--- config.mk ---
export PLATFORM = sky130hd
export DESIGN_NAME = instr_fetch
export DESIGN_NICKNAME = d
export VERILOG_FILES = /design/src/rtl/instr_fetch.sv
export SDC_FILE = /design/constraint.sdc
export NUM_CORES = 1
export LEC_CHECK = 0
export ABC_CLOCK_PERIOD_IN_PS = 5000
export BUFFER_PORTS_ARGS = -buffer_cell sky130_fd_sc_hd__buf_4
export CAP_MARGIN = 10
export CELL_PAD_IN_SITES_DETAIL_PLACEMENT = 0
export CELL_PAD_IN_SITES_GLOBAL_PLACEMENT = 1
export CORE_ASPECT_RATIO = 0.6
export CORE_MARGIN = 3
export CORE_UTILIZATION = 50
export DETAILED_ROUTE_END_ITERATION = 16
export GPL_TIMING_DRIVEN = 0
export PLACE_DENSITY_LB_ADDON = 0.1
export RECOVER_POWER = 25
export SLEW_MARGIN = 40
export SYNTH_ARGS = -nofsm -noshare
export SYNTH_HDL_FRONTEND = slang
export SYNTH_SLANG_ARGS = --single-unit
--- constraint.sdc ---
create_clock -name clk -period 5 [get_ports clk]
set_input_delay 0.5 -clock clk [delete_from_list [all_inputs] [get_ports clk]]
set_output_delay 0.5 -clock clk [all_outputs]
set_load 0.02 [all_outputs]
--- src/rtl/instr_fetch.sv ---
// Instruction fetch: registered imem read feeding a small valid/ready FIFO.
// pc_stall throttles the PC so the buffer never overflows.
module instr_fetch #(
    parameter int ADDR_W    = 5,
    parameter int DATA_W    = 32,
    parameter int BUF_DEPTH = 2
) (
    input  logic              clk,
    input  logic              rst,
    input  logic [ADDR_W-1:0] pc_val,
    input  logic              fetch_en,
    output logic              pc_stall,
    input  logic              flush,
    input  logic              imem_we,
    input  logic [ADDR_W-1:0] imem_waddr,
    input  logic [DATA_W-1:0] imem_wdata,
    output logic              instr_valid,
    input  logic              instr_ready,
    output logic [DATA_W-1:0] instr_data,
    output logic [ADDR_W-1:0] instr_pc
);

    localparam int DEPTH = 2 ** ADDR_W;
    localparam int CNT_W = $clog2(BUF_DEPTH + 1);
    localparam int PTR_W = $clog2(BUF_DEPTH);

    logic [DATA_W-1:0] mem [DEPTH];
    logic [DATA_W-1:0] fifo_data_q [BUF_DEPTH];
    logic [ADDR_W-1:0] fifo_pc_q [BUF_DEPTH];

    logic              s1_valid_q, s1_valid_d;
    logic [ADDR_W-1:0] s1_pc_q, s1_pc_d;
    logic [DATA_W-1:0] s1_data_q, s1_data_d;
    logic [CNT_W-1:0]  count_q, count_d;
    logic [PTR_W-1:0]  rd_ptr_q, rd_ptr_d;
    logic [PTR_W-1:0]  wr_ptr_q, wr_ptr_d;

    logic             acc;
    logic             pop;
    logic             push;
    logic [CNT_W:0]   occ;

    function automatic logic [PTR_W-1:0] ptr_inc(input logic [PTR_W-1:0] p);
        return (p == PTR_W'(BUF_DEPTH - 1)) ? '0 : p + PTR_W'(1);
    endfunction

    assign instr_valid = (count_q != '0);
    assign instr_data  = instr_valid ? fifo_data_q[rd_ptr_q] : '0;
    assign instr_pc    = instr_valid ? fifo_pc_q[rd_ptr_q] : '0;

    always_comb begin
        pop  = instr_valid & instr_ready;
        // Occupancy after this edge if nothing new is accepted.
        occ  = (CNT_W+1)'(count_q) + (CNT_W+1)'(s1_valid_q)
             - (CNT_W+1)'(pop);
        pc_stall = ~flush & (occ >= (CNT_W+1)'(BUF_DEPTH));
        acc  = fetch_en & ~pc_stall & ~flush;
        push = s1_valid_q & ~flush;

        s1_valid_d = acc;
        s1_pc_d    = acc ? pc_val : s1_pc_q;
        s1_data_d  = acc ? mem[pc_val] : s1_data_q;

        count_d  = count_q;
        rd_ptr_d = rd_ptr_q;
        wr_ptr_d = wr_ptr_q;
        if (flush) begin
            count_d  = '0;
            rd_ptr_d = '0;
            wr_ptr_d = '0;
        end else begin
            if (push) wr_ptr_d = ptr_inc(wr_ptr_q);
            if (pop)  rd_ptr_d = ptr_inc(rd_ptr_q);
            if (push && !pop)      count_d = count_q + CNT_W'(1);
            else if (!push && pop) count_d = count_q - CNT_W'(1);
        end
    end

    always_ff @(posedge clk) begin
        if (rst) begin
            s1_valid_q <= 1'b0;
            s1_pc_q    <= '0;
            s1_data_q  <= '0;
            count_q    <= '0;
            rd_ptr_q   <= '0;
            wr_ptr_q   <= '0;
        end else begin
            s1_valid_q <= s1_valid_d;
            s1_pc_q    <= s1_pc_d;
            s1_data_q  <= s1_data_d;
            count_q    <= count_d;
            rd_ptr_q   <= rd_ptr_d;
            wr_ptr_q   <= wr_ptr_d;
        end
    end

    // Storage arrays carry no reset; occupancy alone qualifies them.
    always_ff @(posedge clk) begin
        if (imem_we) mem[imem_waddr] <= imem_wdata;
        if (push && !rst) begin
            fifo_data_q[wr_ptr_q] <= s1_data_q;
            fifo_pc_q[wr_ptr_q]   <= s1_pc_q;
        end
    end

endmodule
==> results of run 1 <==
-- layout by cell type (no fill, tap or decap), drive strengths merged, types with 5 or more instances in the layout --
cell type | netlist | final
nand3 | 35 | 35
clkinv | 0 | 37
edfxtp | 1098 | 1098
bufinv | 0 | 8
nor3 | 6 | 6
nand3b | 5 | 5
a32oi | 31 | 31
a31oi | 31 | 31
inv | 6 | 8
nor2 | 81 | 81
mux4 | 128 | 128
clkbuf | 49 | 212
dfxtp | 43 | 43
a22oi | 160 | 160
mux2i | 297 | 297
buf | 77 | 224
mux2 | 64 | 64
-- where the power goes --
group | switching, W | internal (W) | leakage (nW)
registers | 0.0000493 | 0.0106 | 10.2
logic | 0.000653 | 0.000365 | 4.80
clock network | 0.00342 | 0.00447 | 1.65
total | 0.00412 | 0.0154 | 16.7
-- sequential cells by signal, indices dropped and copies added (netlist names), named ones only --
register / cells
mem: 1024
fifo_data_q: 64
s1_data_q: 32
fifo_pc_q: 10
s1_pc_q: 5
count_q: 2
rd_ptr_q: 1
s1_valid_q: 1
wr_ptr_q: 1
-- final cells by class --
type | instances | area (um^2) | share of cell area, %
Multi-Input combinational cell | 871 | 9376 | 18.43
Clock buffer | 140 | 2900 | 5.701
Inverter | 6 | 22.52 | 0.04427
Sequential cell | 1141 | 33830 | 66.50
Timing Repair Buffer | 170 | 2210 | 4.343
Buffer | 126 | 638.1 | 1.254
Tap cell | 1147 | 1435 | 2.821
Clock inverter | 51 | 462.9 | 0.9099
-- layer usage --
metal	vias up	global-route usage, %
met5	-	0
li1	9425	-
met1	11641	39.37
met2	1025	35.63
met3	147	4.848
met4	0	6.509
-- cells by family (layout without fill, tap and decap cells) --
logic type               count (synthesis)  after routing  share of synthesized area (%)
AND/OR/NAND/NOR                        148            148                          1.660
XOR/XNOR                                 7              7                         0.1407
flip-flops                            1141           1141                          77.64
buffers and inverters                  132            493                          1.473
AO/OA/AOI/OAI                          224            224                          3.856
adder cells (fa/ha/maj)                  3              3                         0.1034
multiplexers                           489            489                          15.13
-- worst min path at each step --
stage / startpoint / endpoint / slack (ps)
after detailed placement: s1_pc_q[4] / fifo_pc_q[0][4] / 440
after global routing: pc_val[3] / s1_pc_q[3] / 130
after floorplan: s1_pc_q[0] / fifo_pc_q[0][0] / 430
after CTS: pc_val[3] / s1_pc_q[3] / 100
after global placement: s1_pc_q[1] / fifo_pc_q[0][1] / 440
final: pc_val[3] / s1_pc_q[3] / 150
-- worst reg2reg max path: stages (launching register included) --
cell	delay, ps
dfxtp_1	300
clkbuf_1	250
nor2_1	100
inv_1	80
nand2_1	90
inv_1	110
ha_1	230
nor2b_1	160
fa_1	470
nor3b_1	300
and4_1	280
clkbuf_1	520
buf_2	510
nand3_1	340
a31oi_1	250
-- stage by stage --
stage / worst slack (ps) / total power (W)
global route: 731.5 / 0.02015
finish: 908.7 / 0.01956
CTS: 979.5 / 0.01969
global placement: -2651 / 0.01182
floorplan: 152.1 / 0.01138
detailed placement: 1001 / 0.01188
==> impl_metrics.toml, run 1 <==
[logic_synthesis]
ys_async_sr_fraction_pct = 0
synth-seq-cells = 1141
avgSynthCellArea_um2 = 20.32
ys_seq_area_share_pct = 77.64
yosys-top-cells-area = "edfxtp_1 (76%), mux2i_1 (6.8%), mux4_2 (6.4%), a22oi_1 (2.8%), dfxtp_1 (2.0%)"
synth_cell_types = 36
ys.flop_type = "edfxtp_1"
synth_top_cell_by_area = "edfxtp_1"
syn_nets = 2195
syn_area_mm2 = 0.04358
yosys_warnings = 0
synthTopCellsByCount = "edfxtp_1 (1098), mux2i_1 (297), a22oi_1 (160)"
yosysMostFrequentCell = "edfxtp_1"
synth_top_area_share_pct = 75.67
synth_edf_count = 1098
syn_inst = 2144

[min_path]
hold_depth = 3
hold_class = "input pin to register"

[outcome]
violations = "max-capacitance violations, max-slew violations"
status = "complete, but fails checks"

[setup_path]
required_ps = 5610
critPathLaunchType = "register"
crit_path_max_incr_delay_ps = 520
slowest_stage = "clkbuf_1"
r2r-start = "count_q[1]"
reg2regPathDepth = 14
cp-startpoint = "count_q[1]"
crit_end = "s1_data_q[9]"
cp.arrival_ps = 4700
cp.depth = 14
rr_endpoint = "s1_data_q[9]"
cp_cell_sequence = "clkbuf_1, nor2_1, inv_1, nand2_1, inv_1, ha_1, nor2b_1, fa_1, nor3b_1, and4_1, clkbuf_1, buf_2, nand3_1, a31oi_1"
critPathTopFamily = "buffers and inverters"
end_kind = "register"
path_class = "register to register"
critical_path.max_fanout = 10
critPathBufInv = 5
r2r_slack_ps = 910

[sta]
finalMaxSlewViolations = 33
rsz0062_at_grt = "no"
clock.fmax_mhz = 244.4
hold_viol = 0
fin_crit_sh_pct = 81.83
tightest_slew_ps = 1511
tns_ps = 0
hold_slack_ps = 151.0
relSlewSlack_pct = -0.7362
finalCriticalPeriod_ps = 4091
skew_ps = 20.27
setup_viol_count_final = 0

[clocking]
clockRootBuffer = "clkbuf_16"
post_cts_resized = 0
clk_pin_slew_ps = 70
cts_hold_buf = 0
htreeDepth = 3
cts_buffers = 102
tritoncts = "done"
clock_sinks = 1141
clock_latency_ps = 690
clock_path_buffers = 3
post_cts_buffers = 0

[route]
top_layer = "met4"
drt_pass1_iterations = 5
ant_nets = 0
wl_met1_um = 51680
via_per_inst = 6.089
drt_wl_total_um = 113000
wl_met3_um = 9311
drcViolationCount = 0
dr_wl_met2_um = 49110
num_vias = 22238
wire_per_inst_um = 30.95
drtIter0Drc = 2598

[placement]
dp.cells = 3460
dpl-instance-area_mm2 = 0.04756
hpwl_um = 78690
place.port_buffers = 83
gp_congestion = 0.7895

[die]
dieArea_mm2 = 0.09085
start_util_pct = 50.68
row_count = 83
die_y_um = 234.7
io_pins = 87
die_w_um = 387.1
fp.coreArea_mm2 = 0.08599

[layout]
instances_no_fill = 3652
area_growth_pct = 16.76
antenna_cells = 0
fin_area_mm2 = 0.05088
nets = 2469
fillers = 6233
drive_gt1_share_pct = 24.59
final_core_util_pct = 59.17

[global_route]
grt_max_degree = 33
grt_pass1_wl_um = 160700
grt_usage_pct = 24.90
overflow = 0
grt_antenna_before_repair = 2
grt_pass1_vias = 22292

[flow_run]
drv_cap = 1

[power]
peakVddDrop_mv = 0.3391
p_per_area_mw_per_mm2 = 384.5
power.leakage_nw = 16.67
(Power assumes the default switching activity.)
==> run 2: changes to the inputs <==
--- a/config.mk
+++ b/config.mk
@@ -5,7 +5,7 @@
 export SDC_FILE = /design/constraint.sdc
 export NUM_CORES = 1
 export LEC_CHECK = 0
-export ABC_CLOCK_PERIOD_IN_PS = 5000
+export ABC_CLOCK_PERIOD_IN_PS = 3700
 export BUFFER_PORTS_ARGS = -buffer_cell sky130_fd_sc_hd__buf_4
 export CAP_MARGIN = 10
 export CELL_PAD_IN_SITES_DETAIL_PLACEMENT = 0
==> constraint.sdc (replaced) <==
create_clock -name clk -period 3.7 [get_ports clk]
set_input_delay 0.37 -clock clk [delete_from_list [all_inputs] [get_ports clk]]
set_output_delay 0.37 -clock clk [all_outputs]
set_load 0.02 [all_outputs]
==> run 2 against run 1 <==
The flow now finishes without violations. Critical path depth fell by 1. Non-clock buffer count rose by 2. Global-route usage rose by 0.081 points. Count of clock-buffer cells in the layout fell by 15. Fmax rose by 17%. Clock power rose by 33%. Largest cell class unchanged.
==> impl_metrics.toml, run 2 (same netlist as run 1, synthesis figures left out) <==
[sta]
tns_ps = 0
worst_slack_ps = 200.0
hold_viol = 0
setup_viol_count_final = 0
clock.fmax_mhz = 285.7
tightest_slew_ps = 1479
skew_ps = 16.33
rsz0062_at_grt = "no"
hold_slack_ps = 115.4
fin_crit_sh_pct = 94.59
finalCriticalPeriod_ps = 3500
finalMaxSlewViolations = 0
relSlewSlack_pct = 1.432

[placement]
place.port_buffers = 83
post-place-ws_ps = -260.4
gp_congestion = 0.8059
hpwl_um = 79180

[setup_path]
slowest_stage = "or3b_2"
cp.arrival_ps = 4090
path_class = "register to register"
critical_path.max_fanout = 10
critPathTopFamily = "simple AND/OR/NAND/NOR gates"
critPathLaunchType = "register"
cp_cell_sequence = "nor2_1, inv_1, nand2_1, inv_1, ha_1, nor2b_1, fa_1, or3b_2, nor4_4, buf_4, buf_4, a32oi_1, a31oi_1"
critPathBufInv = 4
required_ps = 4290
crit_path_max_incr_delay_ps = 550
end_kind = "register"

[die]
row_count = 83
die_y_um = 234.7
die_w_um = 387.1
fp.coreArea_mm2 = 0.08599
start_util_pct = 50.68
io_pins = 87
dieArea_mm2 = 0.09085

[route]
wl_met3_um = 8881
drcViolationCount = 0
wl_met1_um = 52320
via_per_inst = 6.112
drtIter0Drc = 2781
num_vias = 22320
dr_wl_met2_um = 49920
top_layer = "met4"
drt_wl_total_um = 113500
ant_nets = 0
drt_pass1_iterations = 6
wire_per_inst_um = 31.07

[clocking]
clock_sinks = 1141
tritoncts = "done"
clock_latency_ps = 690
clockRootBuffer = "clkbuf_16"
clock_path_buffers = 3
clk_pin_slew_ps = 70
htreeDepth = 3
cts_buffers = 103

[min_path]
hold_class = "input pin to register"

[layout]
regMostFlops = "mem"
nets = 2472
final_cell_mix = "edfxtp_1 (1098), mux2i_1 (297), a22oi_1 (160)"
mostFrequentLayoutCell = "edfxtp_1"
final_core_util_pct = 59.18
drive_gt1_share_pct = 25.04
largest_reg_flops = 1024
fillers = 6232
top_regs = "mem (1024), fifo_data_q (64), s1_data_q (32)"
area_growth_pct = 16.79

[global_route]
grt_pass1_vias = 22467
overflow = 0
grt_max_degree = 33
grt_pass1_wl_um = 160900
grt_antenna_before_repair = 1
grt_usage_pct = 24.98

[power]
peakVddDrop_mv = 0.3913
power_frac_seq_pct = 54.7
switchingPower_w = 0.005583
p_per_area_mw_per_mm2 = 517.4
intPower_w = 0.02075
pwr-share-clk_pct = 40.0
switching_share_pct = 21.20
power.leakage_nw = 16.65
combPwrFrac_pct = 5.3

[outcome]
status = "finished clean"

[flow_run]
drv_cap = 0
## run 2: cell types whose count changed in the layout (fill, tap and decap cells not counted), sizes merged
| cell | previous run | this run |
|---|---|---|
| bufinv | 8 | 10 |
| clkbuf | 212 | 198 |
| clkinv | 37 | 41 |
| clkinvlp | 4 | 12 |
| diode | 0 | 1 |
| dlygate4sd3 | 0 | 1 |
| inv | 8 | 6 |
## run 2: metal layers
layer | track usage, % | vias up
li1 | - | 9452
met1 | 39.19 | 11818
met2 | 36.36 | 915
met3 | 5.180 | 135
met4 | 5.451 | 0
met5 | 0 | -
## run 2: layout make-up
cell class                 count  area (um^2)  area share (%)
timing repair buffer         175         2271           4.462
antenna                        1        2.502        0.004917
clock buffer                 125         2713           5.330
sequential                  1141        33830           66.48
buffer                       123        646.9           1.271
tap                         1147         1435           2.820
inverter                       6        22.52         0.04425
multi-input combinational    871         9385           18.44
clock inverter                63        583.1           1.146
## run 2: worst paths after layout
check,slack [ps],end,start,depth (start not counted)
max,200,s1_data_q[24],count_q[1],13
min,120,mem[22][5],imem_wdata[5],1
max reg2reg,200,s1_data_q[24],count_q[1],13
min reg2reg,460,fifo_pc_q[0][2],s1_pc_q[2],0
## run 2: power groups by stage
stage | clock, W | combinational (W) | sequential, W
floorplan | 0 | 0.000734 | 0.0147
global placement | 0 | 0.00130 | 0.0147
detailed placement | 0 | 0.00139 | 0.0147
CTS | 0.0107 | 0.00140 | 0.0144
global route | 0.0112 | 0.00147 | 0.0144
finish | 0.0105 | 0.00139 | 0.0144
## run 2: timing repair
item	4_1_cts	5_1_grt
setup buffers	2	2
hold endpoints to repair	1	0
cloned	0	0
pin swaps	1	1
hold buffers	1	0
resized for setup	2	13
setup endpoints to repair	31	32
## run 2: through the flow
step           total power, W  area, um^2  cells
3_5_place_dp          0.01606       47580   3459
4_1_cts               0.02651       50890   3648
5_1_grt               0.02712       50890   3651
2_1_floorplan         0.01538       43590   2144
6_report              0.02633       50890   3652
3_3_place_gp          0.01597       45650   3374
